$ cat src/rtl/clock_display_pkg.sv
// Shared types, segment constants and the BCD-to-segment decode for the clock display driver.
package clock_display_pkg;

    localparam int BCD_W = 4;

    typedef logic [2:0] state_t;
    localparam state_t ST_IDLE   = 3'd0;
    localparam state_t ST_LOAD   = 3'd1;
    localparam state_t ST_SHIFT  = 3'd2;
    localparam state_t ST_STORE  = 3'd3;
    localparam state_t ST_COMMIT = 3'd4;

    typedef enum logic [1:0] {
        FLD_SEC = 2'd0,
        FLD_MIN = 2'd1,
        FLD_HR  = 2'd2
    } field_e;

    // Active-low segments, bit order {g,f,e,d,c,b,a}.
    localparam logic [6:0] SEG_DIGIT [0:9] = '{
        7'h40, 7'h79, 7'h24, 7'h30, 7'h19,
        7'h12, 7'h02, 7'h78, 7'h00, 7'h10
    };
    localparam logic [6:0] SEG_DASH  = 7'h3F;
    localparam logic [6:0] SEG_BLANK = 7'h7F;

    function automatic logic [6:0] seg_decode(input logic [BCD_W-1:0] digit);
        logic [6:0] seg;
        seg = SEG_BLANK;
        if (digit <= 4'd9) seg = SEG_DIGIT[digit];
        return seg;
    endfunction

endpackage

$ cat src/rtl/bcd_dabble7.sv
// Sequential double-dabble converter: 7-bit binary to two BCD digits, one bit per shift cycle.
module bcd_dabble7
    import clock_display_pkg::*;
(
    input  logic       clk_clk,
    input  logic       reset_reset,
    input  logic       load_i,
    input  logic       shift_i,
    input  logic [6:0] value_i,
    output logic [7:0] bcd_o
);

    logic [6:0] bin_q, bin_d;
    logic [7:0] bcd_q, bcd_d;
    logic [7:0] adj;

    // NOTE: every signal assigned in this block gets a default first so no latch is inferred.
    always_comb begin
        bin_d = bin_q;
        bcd_d = bcd_q;
        adj   = bcd_q;
        if (load_i) begin
            bin_d = value_i;
            bcd_d = '0;
        end else if (shift_i) begin
            if (adj[BCD_W-1:0] >= 4'd5)       adj[BCD_W-1:0]       = adj[BCD_W-1:0] + 4'd3;
            if (adj[2*BCD_W-1:BCD_W] >= 4'd5) adj[2*BCD_W-1:BCD_W] = adj[2*BCD_W-1:BCD_W] + 4'd3;
            bcd_d = {adj[6:0], bin_q[6]};
            bin_d = {bin_q[5:0], 1'b0};
        end
    end

    // NOTE: sequential state uses non-blocking assignments so all flops update together at the edge.
    always_ff @(posedge clk_clk or posedge reset_reset) begin
        if (reset_reset) begin
            bin_q <= '0;
            bcd_q <= '0;
        end else begin
            bin_q <= bin_d;
            bcd_q <= bcd_d;
        end
    end

    assign bcd_o = bcd_q;

endmodule

$ cat src/rtl/clock_display_driver.sv
// Six-digit HH:MM:SS 7-segment driver with a shared sequential BCD converter, alarm blink and buzzer.
module clock_display_driver
    import clock_display_pkg::*;
#(
    parameter int CLK_HZ   = 50_000_000,
    parameter int BLINK_HZ = 2,
    parameter int BUZZ_HZ  = 2000
) (
    input  logic        clk_clk,
    input  logic        reset_reset,
    input  logic [15:0] hours_i,
    input  logic [15:0] minutes_i,
    input  logic [15:0] seconds_i,
    input  logic        alarm_i,
    output logic [6:0]  hex0_o,
    output logic [6:0]  hex1_o,
    output logic [6:0]  hex2_o,
    output logic [6:0]  hex3_o,
    output logic [6:0]  hex4_o,
    output logic [6:0]  hex5_o,
    output logic        buzzer_o,
    output logic        busy_o
);

    localparam int HB   = CLK_HZ / (2 * BLINK_HZ);
    localparam int HZ   = CLK_HZ / (2 * BUZZ_HZ);
    localparam int HB_W = (HB > 1) ? $clog2(HB) : 1;
    localparam int HZ_W = (HZ > 1) ? $clog2(HZ) : 1;

    state_t           state_q, state_d;
    field_e           field_q, field_d;
    logic [2:0]       shift_cnt_q, shift_cnt_d;
    logic [15:0]      snap_h_q, snap_h_d, snap_m_q, snap_m_d, snap_s_q, snap_s_d;
    logic             snap_valid_q, snap_valid_d;
    logic [5:0][6:0]  shadow_q, shadow_d;
    logic [5:0][6:0]  disp_q, disp_d;
    logic [HB_W-1:0]  blink_cnt_q, blink_cnt_d;
    logic             phase_on_q, phase_on_d;
    logic [HZ_W-1:0]  tone_cnt_q, tone_cnt_d;
    logic             tone_q, tone_d;
    logic             buzzer_q, buzzer_d;

    logic             conv_load, conv_shift;
    logic [15:0]      sel_field;
    logic [7:0]       conv_bcd;

    always_comb begin
        case (field_q)
            FLD_SEC: sel_field = snap_s_q;
            FLD_MIN: sel_field = snap_m_q;
            default: sel_field = snap_h_q;
        endcase
    end

    bcd_dabble7 u_conv (
        .clk_clk     (clk_clk),
        .reset_reset (reset_reset),
        .load_i      (conv_load),
        .shift_i     (conv_shift),
        .value_i     (sel_field[6:0]),
        .bcd_o       (conv_bcd)
    );

    always_comb begin
        state_d      = state_q;
        field_d      = field_q;
        shift_cnt_d  = shift_cnt_q;
        snap_h_d     = snap_h_q;
        snap_m_d     = snap_m_q;
        snap_s_d     = snap_s_q;
        snap_valid_d = snap_valid_q;
        shadow_d     = shadow_q;
        disp_d       = disp_q;
        conv_load    = 1'b0;
        conv_shift   = 1'b0;
        case (state_q)
            ST_IDLE: begin
                if (!snap_valid_q || hours_i != snap_h_q || minutes_i != snap_m_q
                    || seconds_i != snap_s_q) begin
                    snap_h_d     = hours_i;
                    snap_m_d     = minutes_i;
                    snap_s_d     = seconds_i;
                    snap_valid_d = 1'b1;
                    field_d      = FLD_SEC;
                    state_d      = ST_LOAD;
                end
            end
            ST_LOAD: begin
                conv_load   = 1'b1;
                shift_cnt_d = '0;
                state_d     = ST_SHIFT;
            end
            ST_SHIFT: begin
                conv_shift = 1'b1;
                if (shift_cnt_q == 3'd6) state_d = ST_STORE;
                else                     shift_cnt_d = shift_cnt_q + 3'd1;
            end
            ST_STORE: begin
                // Out-of-range fields show dashes; the converter still ran its full 7 shifts.
                if (sel_field > 16'd99) begin
                    shadow_d[{field_q, 1'b1}] = SEG_DASH;
                    shadow_d[{field_q, 1'b0}] = SEG_DASH;
                end else begin
                    shadow_d[{field_q, 1'b1}] = seg_decode(conv_bcd[2*BCD_W-1:BCD_W]);
                    shadow_d[{field_q, 1'b0}] = seg_decode(conv_bcd[BCD_W-1:0]);
                end
                case (field_q)
                    FLD_SEC: begin field_d = FLD_MIN; state_d = ST_LOAD;   end
                    FLD_MIN: begin field_d = FLD_HR;  state_d = ST_LOAD;   end
                    default: begin                    state_d = ST_COMMIT; end
                endcase
            end
            ST_COMMIT: begin
                disp_d  = shadow_q;
                state_d = ST_IDLE;
            end
            default: state_d = ST_IDLE;
        endcase
    end

    always_comb begin
        blink_cnt_d = '0;
        phase_on_d  = 1'b1;
        tone_cnt_d  = '0;
        tone_d      = 1'b0;
        if (alarm_i) begin
            phase_on_d = phase_on_q;
            tone_d     = tone_q;
            if (blink_cnt_q == HB_W'(HB - 1)) phase_on_d = ~phase_on_q;
            else                              blink_cnt_d = blink_cnt_q + HB_W'(1);
            if (tone_cnt_q == HZ_W'(HZ - 1))  tone_d = ~tone_q;
            else                              tone_cnt_d = tone_cnt_q + HZ_W'(1);
        end
        buzzer_d = tone_q & alarm_i & phase_on_q;
    end

    always_ff @(posedge clk_clk or posedge reset_reset) begin
        if (reset_reset) begin
            state_q      <= ST_IDLE;
            field_q      <= FLD_SEC;
            shift_cnt_q  <= '0;
            snap_h_q     <= '0;
            snap_m_q     <= '0;
            snap_s_q     <= '0;
            snap_valid_q <= 1'b0;
            // NOTE: the digit registers are reset because they drive the outputs directly; reset blanks the display.
            shadow_q     <= {6{SEG_BLANK}};
            disp_q       <= {6{SEG_BLANK}};
            blink_cnt_q  <= '0;
            phase_on_q   <= 1'b1;
            tone_cnt_q   <= '0;
            tone_q       <= 1'b0;
            buzzer_q     <= 1'b0;
        end else begin
            state_q      <= state_d;
            field_q      <= field_d;
            shift_cnt_q  <= shift_cnt_d;
            snap_h_q     <= snap_h_d;
            snap_m_q     <= snap_m_d;
            snap_s_q     <= snap_s_d;
            snap_valid_q <= snap_valid_d;
            shadow_q     <= shadow_d;
            disp_q       <= disp_d;
            blink_cnt_q  <= blink_cnt_d;
            phase_on_q   <= phase_on_d;
            tone_cnt_q   <= tone_cnt_d;
            tone_q       <= tone_d;
            buzzer_q     <= buzzer_d;
        end
    end

    assign hex0_o   = phase_on_q ? disp_q[0] : SEG_BLANK;
    assign hex1_o   = phase_on_q ? disp_q[1] : SEG_BLANK;
    assign hex2_o   = phase_on_q ? disp_q[2] : SEG_BLANK;
    assign hex3_o   = phase_on_q ? disp_q[3] : SEG_BLANK;
    assign hex4_o   = phase_on_q ? disp_q[4] : SEG_BLANK;
    assign hex5_o   = phase_on_q ? disp_q[5] : SEG_BLANK;
    assign buzzer_o = buzzer_q;
    assign busy_o   = (state_q != ST_IDLE);

endmodule

$ cat config.mk
export PLATFORM = sky130hd
export DESIGN_NAME = clock_display_driver
export DESIGN_NICKNAME = d
export VERILOG_FILES = /design/src/rtl/clock_display_pkg.sv /design/src/rtl/bcd_dabble7.sv /design/src/rtl/clock_display_driver.sv
export SDC_FILE = /design/constraint.sdc
export NUM_CORES = 1
export LEC_CHECK = 0
export ABC_CLOCK_PERIOD_IN_PS = 10800
export CAP_MARGIN = 20
export CORE_MARGIN = 4
export CORE_UTILIZATION = 50
export CTS_BUF_LIST = sky130_fd_sc_hd__clkbuf_8
export DETAILED_ROUTE_END_ITERATION = 8
export PLACE_DENSITY = 0.71
export SLEW_MARGIN = 40
export SYNTH_ARGS = -nofsm -noshare
export SYNTH_HDL_FRONTEND = slang
export SYNTH_HIERARCHICAL = 1
export SYNTH_SLANG_ARGS = --single-unit
$ cat constraint.sdc
create_clock -name clk_clk -period 10.8 [get_ports clk_clk]
set_input_delay 2.16 -clock clk_clk [delete_from_list [all_inputs] [get_ports clk_clk]]
set_output_delay 2.16 -clock clk_clk [all_outputs]
set_load 0.02 [all_outputs]
==> run summary <==
The logic depth of the worst register-to-register path is 6. Summed over all nets, the half-perimeter wirelength after detailed placement is 12.5 mm. The end of the worst register-to-register path is shadow_q[37]$_DFFE_PP1P_. The floorplan die area is 0.0215 mm2. Measured on the finished design, the core utilization comes to 59.2%. The total detailed-routing wirelength came out at 18.0 mm.

The measured slew at the worst slew-check pin is 0.799 ns. The summed instance area of the synthesized netlist came out at 0.00962 mm2. The number of routed nets with antenna violations is 0. The clock-pin slew on the worst setup and hold paths is 0.10 ns. The via count of the first global-routing pass came out at 6,404. The number of antenna diodes is 0. The worst-case IR drop observed on VDD is 0.0000734 V. The number of synthesized flops with an enable pin is 0. The maximum number of pins on one net before global-route repair is 117. The library cell used most frequently in the layout, excluding fill and tap cells, is dfrtp_1. STA classifies the critical path startpoint as a primary input. STA puts the critical path data arrival time at 4.79 ns. The clock root buffer is clkbuf_8.

The leakage power came out at 4.44 nW. The initial antenna violation count came out at 0. In the synthesized netlist, the number of instances is 855. The number of placed I/O pins came out at 95. Subtracting the final worst setup slack from the clock period gives 4.44 ns.

Among all flip-flop cells after synthesis, the most frequent one is dfrtp_1. The worst hold path belongs to the class reg2reg. The first global-routing pass estimated 31.0 mm of wire.

The count of max-cap constraint violations is 0. The maximum operating frequency came out at 225 MHz. The maximum fanout count along the critical path is 41. The global routing usage summed across all routing layers is 17.4%. The synthesized area divided by synthesized cell count came out at 11.3 um2. The post-route clock period utilization is 41.1%. The routed via count divided by cell count is 5.17.

The share of layout cells above drive strength 1 is 26.5%. The global-route congestion overflow total is 0. The maximum clock insertion buffer count came out at 2. The worst-case setup slack after placement is 5.86 ns.

The number of H-tree levels came out at 4. For hold timing, the worst endpoint is snap_valid_q$_DFFE_PP0P_. In this run the most critical hold path is launched from snap_valid_q$_DFFE_PP0P_. Measured along the x axis, the die boundary spans 147 um. The count of final max-slew check failures is 0. The Yosys warning count came out at 6. The height of the die is 147 um. The number of failing hold endpoints at the final stage came out at 0. The number of I/O port buffers came out at 94. Headroom to the max-slew limit came out at 46.8%. Counting the fill cells in the layout gives 1,633.

The net total in the final layout came out at 1,007. The number of nets in the synthesized netlist came out at 924. By startpoint and endpoint, the worst setup path is classified as in2reg. The setup skew after layout is 0.0119 ns. The clock latency at the later pin of the worst-skew pair came out at 0.47 ns. The multi-input combinational cell area came out at 0.00434 mm2. The post-cts sizing count is 0. The worst setup path is captured at a flop.

The final routed DRC violation total is 0. The global placement routability congestion came out at 0.785. The number of library cell types mapped by synthesis came out at 52. In this run the critical register-to-register path is launched from field_q[0]$_DFFE_PP0P_. The count of endpoints failing setup in the final report is 0. For this design, the CTS-stage hold fixing added 0 buffers. CTS saw 197 sinks. In the layout the commonest cells are dfrtp_1 (112), mux2_2 (100), clkdlybuf4s50_1 (94), nor2_1 (89), dfstp_2 (85). The area occupied by registers is 0.00504 mm2. In the final timing run, aggregate negative setup slack is 0 ns. The cell depth of the worst min-delay path came out at 1. The reg-to-reg setup timing slack came out at 8.03 ns. The region available for standard cell placement spans 0.0188 mm2.

The number of non-filler instances in the completed layout is 1,211. The effective utilization at floorplan came out at 51.1%. The post-synthesis sequential element count is 197. The instance count after placement with tap cells included came out at 1,179. The routed layout has 6,256 vias.

The total power density per cell area is 115 mW/mm2. The row count came out at 50. The share of async-settable or async-resettable flops after synthesis is 100%. After detailed routing, the average wire length per cell comes to 14.8 um. Setup repair after global routing left no endpoint under its margin.

The synthesis-to-layout area growth is 15.9%. The run finished with clean final reports. The share of synthesized area occupied by flip-flops and latches is 52.3%. The final worst setup slack came out at 6.36 ns. The detailed router's first-iteration violation count came out at 247. For the worst setup path, the data required time is 11.15 ns.

The number of CTS-inserted buffers came out at 17. The clock tree from TritonCTS is done. The length of the first detailed-routing pass in iterations is 6. Post-CTS timing repair inserted 0 buffers for setup.
[worst max-delay path by stage]
stage                               endpoint  cells past startpoint              startpoint  slack [ns]
finish               snap_h_q[6]$_DFFE_PP0P_                      8            minutes_i[8]        6.36
global route                       hex1_o[6]                      2  phase_on_q$_DFFE_PP1P_        6.20
global placement    snap_h_q[12]$_DFFE_PP0P_                      8            minutes_i[8]        5.90
detailed placement   snap_h_q[6]$_DFFE_PP0P_                      8            minutes_i[8]        5.86
CTS                                hex4_o[4]                      2  phase_on_q$_DFFE_PP1P_        6.29
floorplan           blink_cnt_q[0]$_DFF_PP0_                      1             reset_reset        3.84
[critical path, cell delays in order]
cell,delay (ns)
clkdlybuf4s50_1,0.43
nor2b_1,0.14
a2111o_1,0.38
nor4_1,0.32
nand4_1,0.16
nand2b_2,0.26
buf_4,0.50
mux2_2,0.40
[registers in the layout, summed over array words and instances, names as in the netlist, 7 cells and up]
signal	count
snap_s_q	16
blink_cnt_q	24
shadow_q	42
snap_m_q	16
snap_h_q	16
u_conv/bin_q	7
tone_cnt_q	14
u_conv/bcd_o	8
disp_q	42
[kinds of logic (layout without fill, tap and decap cells)]
group	Yosys count	count (layout)	synth area share [%]
AND/OR/NAND/NOR	289	289	15.2
XOR/XNOR	82	82	7.46
multiplexers	124	124	14.7
adder cells (fa/ha/maj)	18	18	2.34
flip-flops	197	197	52.3
buffers and inverters	63	159	2.86
AO/OA/AOI/OAI	82	82	5.12
[metrics by stage]
step / total power [W] / area, um2 / hold WS, ns
after floorplan: 0.000822 / 9620 / 0.427
after global routing: 0.00134 / 11200 / 0.508
after global placement: 0.000859 / 10800 / 0.454
final: 0.00128 / 11200 / 0.476
after CTS: 0.00130 / 11100 / 0.483
after detailed placement: 0.000861 / 10800 / 0.455
[cell type report]
type	instances	share of cell area [%]
Clock buffer	18	2.22
Tap cell	260	2.92
Inverter	27	1.02
Timing Repair Buffer	100	8.87
Multi-Input combinational cell	595	38.9
Clock inverter	14	0.886
Sequential cell	197	45.1
[power by group]
group	internal [W]	switching (W)	total [W]
sequential	0.000752	0.0000124	0.000765
clock	0.000168	0.000266	0.000433
combinational	0.0000422	0.0000391	0.0000813
total	0.000962	0.000317	0.00128
[layer usage]
metal | vias up | track usage, % | wire length, um
met2 | 92 | 28.8 | 8720
met1 | 3070 | 23.4 | 8420
met4 | 0 | 4.23 | 140
met5 | - | 0 | 0
li1 | 3078 | - | -
met3 | 16 | 4.07 | 684
[synth_stat cells, drive strengths merged (11+ instances only)]
cell type  instances  area (um2)
nand2             47         176
xnor2             58         508
nand3             29         165
a31oi             11        68.8
o21ai             32         160
nand2b            53         332
dfrtp            112        2800
and3              15        98.9
nor2              90         338
xor2              24         210
a21oi             25         129
clkbuf            19        71.3
ha                18         225
mux2             109        1260
nand4             17         106
inv               27         101
mux2i             15         150
dfstp             85        2230
buf               17         103
Note: power is estimated with default switching activity, not from simulation.
